<file path="config.mk">
export PLATFORM = sky130hd
export DESIGN_NAME = mdu_iter_unit_flat
export DESIGN_NICKNAME = d
export VERILOG_FILES = /design/src/rtl/mdu_pkg.sv /design/src/rtl/mdu_iter_unit_if.sv /design/src/rtl/mdu_div_step.sv /design/src/rtl/mdu_iter_unit.sv /design/src/flat_wrapper.sv
export SDC_FILE = /design/constraint.sdc
export NUM_CORES = 2
export LEC_CHECK = 0
export ABC_AREA = 1
export CORE_MARGIN = 1.5
export CORE_UTILIZATION = 35
export CTS_CLUSTER_DIAMETER = 100
export DETAILED_ROUTE_END_ITERATION = 8
export GPL_ROUTABILITY_DRIVEN = 0
export SYNTH_ARGS = -nofsm -noshare
export SYNTH_HDL_FRONTEND = slang
export SYNTH_SLANG_ARGS = --single-unit
</file>
<file path="constraint.sdc">
create_clock -name clk -period 17.1 [get_ports clk]
set_clock_uncertainty 0.05 [all_clocks]
set_input_delay 3.42 -clock clk [delete_from_list [all_inputs] [get_ports clk]]
set_output_delay 3.42 -clock clk [all_outputs]
set_load 0.01 [all_outputs]
</file>
<file path="src/rtl/mdu_pkg.sv">
// rtl/mdu_pkg.sv - shared opcodes, FSM states and constants for the iterative MDU
package mdu_pkg;

    localparam logic [2:0] MDU_MUL    = 3'b000;
    localparam logic [2:0] MDU_MULH   = 3'b001;
    localparam logic [2:0] MDU_MULHSU = 3'b010;
    localparam logic [2:0] MDU_MULHU  = 3'b011;
    localparam logic [2:0] MDU_DIV    = 3'b100;
    localparam logic [2:0] MDU_DIVU   = 3'b101;
    localparam logic [2:0] MDU_REM    = 3'b110;
    localparam logic [2:0] MDU_REMU   = 3'b111;

    typedef enum logic [1:0] {
        ST_IDLE = 2'd0,
        ST_CALC = 2'd1,
        ST_DONE = 2'd2
    } mdu_state_e;

    // Most-negative value; for XLEN=32 take the top 32 bits of the 64-bit constant
    localparam logic [31:0] MDU_MOST_NEG32 = 32'h8000_0000;
    localparam logic [63:0] MDU_MOST_NEG64 = 64'h8000_0000_0000_0000;

endpackage

</file>
<file path="src/rtl/mdu_iter_unit_if.sv">
// rtl/mdu_iter_unit_if.sv - start/busy/done/ack request and result bundle
interface mdu_iter_unit_if #(
    parameter int XLEN = 32
) ();
    logic            start;
    logic [2:0]      funct3;
    logic [XLEN-1:0] a;
    logic [XLEN-1:0] b;
    logic            kill;
    logic            ack;
    logic            busy;
    logic            done;
    logic [XLEN-1:0] result;

    modport master (
        output start, funct3, a, b, kill, ack,
        input  busy, done, result
    );

    modport slave (
        input  start, funct3, a, b, kill, ack,
        output busy, done, result
    );
endinterface

</file>
<file path="src/rtl/mdu_div_step.sv">
// rtl/mdu_div_step.sv - combinational DIV_BPC-bit restoring division step
module mdu_div_step #(
    parameter int XLEN    = 32,
    parameter int DIV_BPC = 1
) (
    input  logic [XLEN-1:0]    i_rem,
    input  logic [DIV_BPC-1:0] i_bits,
    input  logic [XLEN-1:0]    i_divisor,
    output logic [XLEN-1:0]    o_rem,
    output logic [DIV_BPC-1:0] o_q
);
    logic [XLEN:0]   w_trial;
    logic [XLEN-1:0] w_part;

    always_comb begin
        w_part  = i_rem;
        w_trial = '0;
        o_q     = '0;
        for (int k = DIV_BPC - 1; k >= 0; k--) begin
            w_trial = {w_part, i_bits[k]};
            if (w_trial >= {1'b0, i_divisor}) begin
                w_trial = w_trial - {1'b0, i_divisor};
                o_q[k]  = 1'b1;
            end
            w_part = w_trial[XLEN-1:0];
        end
        o_rem = w_part;
    end
endmodule

</file>
<file path="src/rtl/mdu_iter_unit.sv">
// rtl/mdu_iter_unit.sv - iterative RV M-extension multiply/divide unit
// MDU_DIVREM_FUSE_EN: reuse the last division's quotient/remainder for a matching DIV/REM pair
module mdu_iter_unit
    import mdu_pkg::*;
#(
    parameter int XLEN    = 32,
    parameter int MUL_BPC = 2,
    parameter int DIV_BPC = 1
) (
    input  logic           clk,
    input  logic           rst,
    mdu_iter_unit_if.slave bus
);
    localparam int CW    = $clog2(XLEN + 1);
    localparam int N_MUL = XLEN / MUL_BPC;
    localparam int N_DIV = XLEN / DIV_BPC;
    localparam logic [XLEN-1:0] MOST_NEG = MDU_MOST_NEG64[63 -: XLEN];

    mdu_state_e        r_state, w_state_nxt;
    logic [2:0]        r_op;
    logic              r_sa, r_sb;
    logic [2*XLEN-1:0] r_acc, r_mcand;
    logic [XLEN-1:0]   r_mplier, r_rem, r_quo, r_dvs, r_result;
    logic [CW-1:0]     r_cnt;

    logic              w_accept, w_last, w_a_sgn, w_b_sgn, w_by_zero, w_ovf, w_early;
    logic              w_fuse_hit;
    logic [XLEN-1:0]   w_a_mag, w_b_mag, w_early_res, w_fuse_res;
    logic [2*XLEN-1:0] w_acc_nxt, w_prod;
    logic [XLEN-1:0]   w_rem_step, w_quo_nxt, w_q_fin, w_r_fin, w_final;
    logic [DIV_BPC-1:0] w_q_step;

    assign w_accept = (r_state == ST_IDLE) && bus.start && !bus.kill;
    assign w_last   = (r_cnt == CW'(1));

    // Operand decode: magnitudes feed an unsigned core, signs fix the result at the end
    assign w_a_sgn = bus.a[XLEN-1] && (bus.funct3 == MDU_MULH || bus.funct3 == MDU_MULHSU ||
                                       bus.funct3 == MDU_DIV  || bus.funct3 == MDU_REM);
    assign w_b_sgn = bus.b[XLEN-1] && (bus.funct3 == MDU_MULH || bus.funct3 == MDU_DIV ||
                                       bus.funct3 == MDU_REM);
    assign w_a_mag = w_a_sgn ? -bus.a : bus.a;
    assign w_b_mag = w_b_sgn ? -bus.b : bus.b;

    assign w_by_zero = bus.funct3[2] && (bus.b == '0);
    assign w_ovf     = bus.funct3[2] && !bus.funct3[0] && (bus.a == MOST_NEG) && (bus.b == '1);
    assign w_early   = w_by_zero || w_ovf || w_fuse_hit;
    assign w_early_res = w_by_zero ? (bus.funct3[1] ? bus.a : '1) :
                         w_ovf     ? (bus.funct3[1] ? '0 : bus.a) : w_fuse_res;

    always_comb begin
        w_acc_nxt = r_acc;
        for (int i = 0; i < MUL_BPC; i++) begin
            if (r_mplier[i]) w_acc_nxt = w_acc_nxt + (r_mcand << i);
        end
    end

    mdu_div_step #(.XLEN(XLEN), .DIV_BPC(DIV_BPC)) u_div_step (
        .i_rem     (r_rem),
        .i_bits    (r_quo[XLEN-1 -: DIV_BPC]),
        .i_divisor (r_dvs),
        .o_rem     (w_rem_step),
        .o_q       (w_q_step)
    );
    assign w_quo_nxt = {r_quo[XLEN-DIV_BPC-1:0], w_q_step};

    assign w_prod  = (r_sa ^ r_sb) ? -w_acc_nxt : w_acc_nxt;
    assign w_q_fin = (r_sa ^ r_sb) ? -w_quo_nxt : w_quo_nxt;
    assign w_r_fin = r_sa ? -w_rem_step : w_rem_step;
    assign w_final = !r_op[2] ? ((r_op == MDU_MUL) ? w_prod[XLEN-1:0] : w_prod[2*XLEN-1:XLEN]) :
                     (r_op[1] ? w_r_fin : w_q_fin);

`ifdef MDU_DIVREM_FUSE_EN
    logic            r_fz_valid, r_fz_signed;
    logic [XLEN-1:0] r_fz_a, r_fz_b, r_fz_q, r_fz_r;

    assign w_fuse_hit = bus.funct3[2] && r_fz_valid && (bus.a == r_fz_a) && (bus.b == r_fz_b) &&
                        (r_fz_signed == !bus.funct3[0]);
    assign w_fuse_res = bus.funct3[1] ? r_fz_r : r_fz_q;

    // Entry is armed only by a division that runs to completion without kill
    always_ff @(posedge clk or posedge rst) begin
        if (rst) begin
            r_fz_valid  <= 1'b0;
            r_fz_signed <= 1'b0;
            r_fz_a      <= '0;
            r_fz_b      <= '0;
            r_fz_q      <= '0;
            r_fz_r      <= '0;
        end else if (w_accept && bus.funct3[2] && !w_fuse_hit) begin
            r_fz_valid  <= 1'b0;
            r_fz_signed <= !bus.funct3[0];
            r_fz_a      <= bus.a;
            r_fz_b      <= bus.b;
        end else if (r_state == ST_CALC && !bus.kill && w_last && r_op[2]) begin
            r_fz_valid  <= 1'b1;
            r_fz_q      <= w_q_fin;
            r_fz_r      <= w_r_fin;
        end
    end
`else
    assign w_fuse_hit = 1'b0;
    assign w_fuse_res = '0;
`endif

    always_ff @(posedge clk or posedge rst) begin
        if (rst) r_state <= ST_IDLE;
        else     r_state <= w_state_nxt;
    end

    always_comb begin
        w_state_nxt = r_state;
        case (r_state)
            ST_IDLE: if (w_accept) w_state_nxt = w_early ? ST_DONE : ST_CALC;
            ST_CALC: begin
                if (bus.kill)    w_state_nxt = ST_IDLE;
                else if (w_last) w_state_nxt = ST_DONE;
            end
            ST_DONE: if (bus.kill || bus.ack) w_state_nxt = ST_IDLE;
            default: w_state_nxt = ST_IDLE;
        endcase
    end

    always_ff @(posedge clk or posedge rst) begin
        if (rst) begin
            r_op     <= '0;
            r_sa     <= 1'b0;
            r_sb     <= 1'b0;
            r_cnt    <= '0;
            r_acc    <= '0;
            r_mcand  <= '0;
            r_mplier <= '0;
            r_rem    <= '0;
            r_quo    <= '0;
            r_dvs    <= '0;
            r_result <= '0;
        end else if (w_accept) begin
            r_op     <= bus.funct3;
            r_sa     <= w_a_sgn;
            r_sb     <= w_b_sgn;
            r_cnt    <= bus.funct3[2] ? CW'(N_DIV) : CW'(N_MUL);
            r_acc    <= '0;
            r_mcand  <= {{XLEN{1'b0}}, w_a_mag};
            r_mplier <= w_b_mag;
            r_rem    <= '0;
            r_quo    <= w_a_mag;
            r_dvs    <= w_b_mag;
            if (w_early) r_result <= w_early_res;
        end else if (r_state == ST_CALC && !bus.kill) begin
            r_cnt <= r_cnt - CW'(1);
            if (r_op[2]) begin
                r_rem <= w_rem_step;
                r_quo <= w_quo_nxt;
            end else begin
                r_acc    <= w_acc_nxt;
                r_mcand  <= r_mcand << MUL_BPC;
                r_mplier <= r_mplier >> MUL_BPC;
            end
            if (w_last) r_result <= w_final;
        end
    end

    assign bus.busy   = (r_state != ST_IDLE);
    assign bus.done   = (r_state == ST_DONE);
    assign bus.result = r_result;
endmodule

</file>
<file path="src/flat_wrapper.sv">
// flat-port wrapper written by rule: the top's interface ports become plain ports
module mdu_iter_unit_flat import mdu_pkg::*;
#(
    parameter int XLEN    = 32,
    parameter int MUL_BPC = 2,
    parameter int DIV_BPC = 1
)
  (clk, rst, bus_start, bus_funct3, bus_a, bus_b, bus_kill, bus_ack, bus_busy, bus_done, bus_result);
  mdu_iter_unit_if #(.XLEN(XLEN)) bus_i ();
  input  logic clk;
  input  logic rst;
  input wire logic [$bits(bus_i.start)-1:0] bus_start;
  input wire logic [$bits(bus_i.funct3)-1:0] bus_funct3;
  input wire logic [$bits(bus_i.a)-1:0] bus_a;
  input wire logic [$bits(bus_i.b)-1:0] bus_b;
  input wire logic [$bits(bus_i.kill)-1:0] bus_kill;
  input wire logic [$bits(bus_i.ack)-1:0] bus_ack;
  output wire logic [$bits(bus_i.busy)-1:0] bus_busy;
  output wire logic [$bits(bus_i.done)-1:0] bus_done;
  output wire logic [$bits(bus_i.result)-1:0] bus_result;
  assign bus_i.start = bus_start;
  assign bus_i.funct3 = bus_funct3;
  assign bus_i.a = bus_a;
  assign bus_i.b = bus_b;
  assign bus_i.kill = bus_kill;
  assign bus_i.ack = bus_ack;
  assign bus_busy = bus_i.busy;
  assign bus_done = bus_i.done;
  assign bus_result = bus_i.result;
  mdu_iter_unit #(.XLEN(XLEN), .MUL_BPC(MUL_BPC), .DIV_BPC(DIV_BPC)) u_core (.clk(clk), .rst(rst), .bus(bus_i));
endmodule
</file>
==> metrics.cfg <==
[worst_setup_path]
cp-start-kind=primary input
crit_path_max_fanout=29
worst_path_max_delay_cell=nand3_1
worstPathArrival_ps=8000
path_delay_family=simple AND/OR/NAND/NOR gates
crit_path_max_incr_delay_ps=880
end_kind=flip-flop
path_cells=clkdlybuf4s50_1, inv_1, ha_1, inv_1, nor3_1, nand3_1, nor3_1, nand2_1, nor3_1, nand2_1, nor2_1, nand4_1, o21ai_2, nand3_1, o21ai_0, inv_1, nand3_1, nand2_1, inv_1
crit_required_ps=17550
critPathKind=in2reg
cp_common_cell=inv_1
path_buf_inv=5

[synth]
async_reset_ff_share_pct=100
synth-seq-area-share_pct=22.1
post-synth-top-area-cell=dfrtp_1
synthCells=5951
syn_avg_cell_area_um2=5.74
synthDistinctLibCells=61
ys_ff_latch=301
synth.most_common_cell=nand2_1
ys_top_cells_by_area=dfrtp_1 (22%), nand2_1 (19%), inv_1 (10%), nand3_1 (8.9%), nor2_1 (6.4%)
synth-edff-count=0
yosysTopAreaCellShare_pct=22.1
synth_area_um2=34100
synth_ff_type=dfrtp_1
yosys_warnings=0
synthTopCellsByCount=nand2_1 (1767), inv_1 (912), nand3_1 (610), nor2_1 (583), a21oi_1 (436)
syn_nets=6191

[clocking]
ctsHtreeMaxLevel=2
cts.reportedPaths.clkPinSlew_ps=60
cts_tree=built
clk_root_buffer_cell=clkbuf_16
clock_latency_ps=590
cts.sinks=301
post-cts-setup-buffer-count=0
ctsHoldBuffers=0
cts_buffer_depth=3
cts_resized=0
cts_buffers=37

[timing]
finalSetupTns_ps=0
fmax_mhz=132
setup_viol=0
holdWs_ps=434
worst_slew_pin_slew_ps=1270
period_share_pct=44.2
relSlewSlack_pct=15.2
drv_slew=0
grt_setup_unrepaired=false
final_hold_viol_count=0
min_period_ps=7550

[grt]
grt_max_degree=123
grt-busiest-layer=met2
met2_usage_pct=45.1
grt_util_met1_pct=39.0
grt_pass1_vias=36100
grt_usage_pct=29.3
use_met3_pct=5.75
grt_overflow=0
grt_first_pass_wirelength_mm=222
grt_antenna_before_repair=5

[route]
drc=0
vias=39900
drtIter0Drc=5015
via_per_inst=5.51
dr.pass1.iters=6
wl_per_cell_um=20.7
routed_wl_mm=150
ant_nets=0

[floorplanning]
die_w_um=315
die_h_um=315
coreArea_um2=96700
dieArea_um2=99400
start_util_pct=35.3
ios=106
row_count=114

[worst_hold_path]
hold_class=reg2reg

[cells_and_area]
fin_nets=6189
drive_gt1_share_pct=4.13
final_cell_count_no_fill=7253
finalCoreUtilization_pct=38.8
areaGrowthSynthToFinish_pct=9.88

[placed_design]
place_inst=7186
dp_hpwl_mm=121
port_buffers=105

[flow_run]
maxCapViolCount=0

[run_status]
status=finished, final reports clean

[metal layers]
metal / routed length [um] / vias to the layer above
li1: - / 19300
met1: 61700 / 18300
met2: 64100 / 1951
met3: 15200 / 350
met4: 8800 / 8
met5: 63 / -
[cell type report]
class	instances	area, um2
fillers	10800	59200
multi-input cells	4552	22400
flip-flops and latches	301	7530
inverters	927	3490
well taps	1276	1600
repair buffers	130	1250
clock buffers	49	1010
clock inverters	16	226
diodes	2	5.00
[sequential cells by signal (all words and copies together), names as in the netlist]
register / cells
u_core.r_rem: 32
u_core.r_mcand: 64
u_core.r_acc: 64
u_core.r_cnt: 6
u_core.r_dvs: 32
u_core.r_op: 3
u_core.bus.result: 32
u_core.r_quo: 32
u_core.r_sb: 1
u_core.r_state: 2
u_core.r_sa: 1
u_core.r_mplier: 32
[metrics by stage]
step,worst slack [ps],instance area (um2)
2_1_floorplan,5310,34100
3_3_place_gp,9030,36300
3_5_place_dp,9030,36300
4_1_cts,9620,37500
5_1_grt,9120,37500
6_report,9550,37500
[worst reg2reg max path: cells and delay by family, from the launching register on]
kind,cells,cell delay [ps]
XOR/XNOR,1,690
buffers and inverters,5,380
flip-flops,1,480
adder cells (fa/ha/maj),3,1030
AO/OA/AOI/OAI,4,1060
AND/OR/NAND/NOR,20,3040
[cell families (layout without fill, tap and decap cells)]
kind of cell	after synthesis	count (layout)	synth area share, %
AND/OR/NAND/NOR	3296	3296	41.3
multiplexers	1	1	0.0660
other	0	2	0
AO/OA/AOI/OAI	1048	1048	16.9
XOR/XNOR	39	39	1.00
buffers and inverters	1098	1122	12.5
adder cells (fa/ha/maj)	168	168	6.22
flip-flops	301	301	22.1
[path summary, 6_finish.rpt]
kind	slack, ps	startpoint	endpoint	cells after the start
worst max-delay path	9550	bus_a[0]	u_core.bus.result[28]$_DFFE_PP0P_	19
worst min-delay path	430	u_core.r_mplier[30]$_DFFE_PP0P_	u_core.r_mplier[30]$_DFFE_PP0P_	2
worst max register to register	10280	u_core.r_mcand[0]$_DFFE_PP0P_	u_core.bus.result[12]$_DFFE_PP0P_	33
worst min register to register	430	u_core.r_mplier[30]$_DFFE_PP0P_	u_core.r_mplier[30]$_DFFE_PP0P_	2
max in group asynchronous	11540	rst	u_core.r_mcand[59]$_DFFE_PP0P_	4
min in group asynchronous	3340	rst	u_core.r_state[1]$_DFFE_PP0P_	2
[cell usage in the layout (no fill, tap or decap), types with 14 or more instances in the layout]
cell	n
inv_2	14
nor4_1	18
nand2_1	1766
nand4_1	67
clkdlybuf4s50_1	105
a21oi_1	436
nor2_2	18
clkbuf_16	37
o21ai_0	361
nand3b_1	34
dfrtp_1	299
buf_4	24
nor2_4	15
o22ai_1	94
a22oi_1	27
or2_2	29
and2_1	14
nor3_1	73
inv_1	909
xor2_1	30
a31oi_1	14
o21bai_1	22
nand3_1	609
ha_1	165
nor2_1	580
nand2_2	43
Power is left out: the tool's default activity adds up to more than one toggle a clock period on the data nets, which glitch-free logic cannot reach.
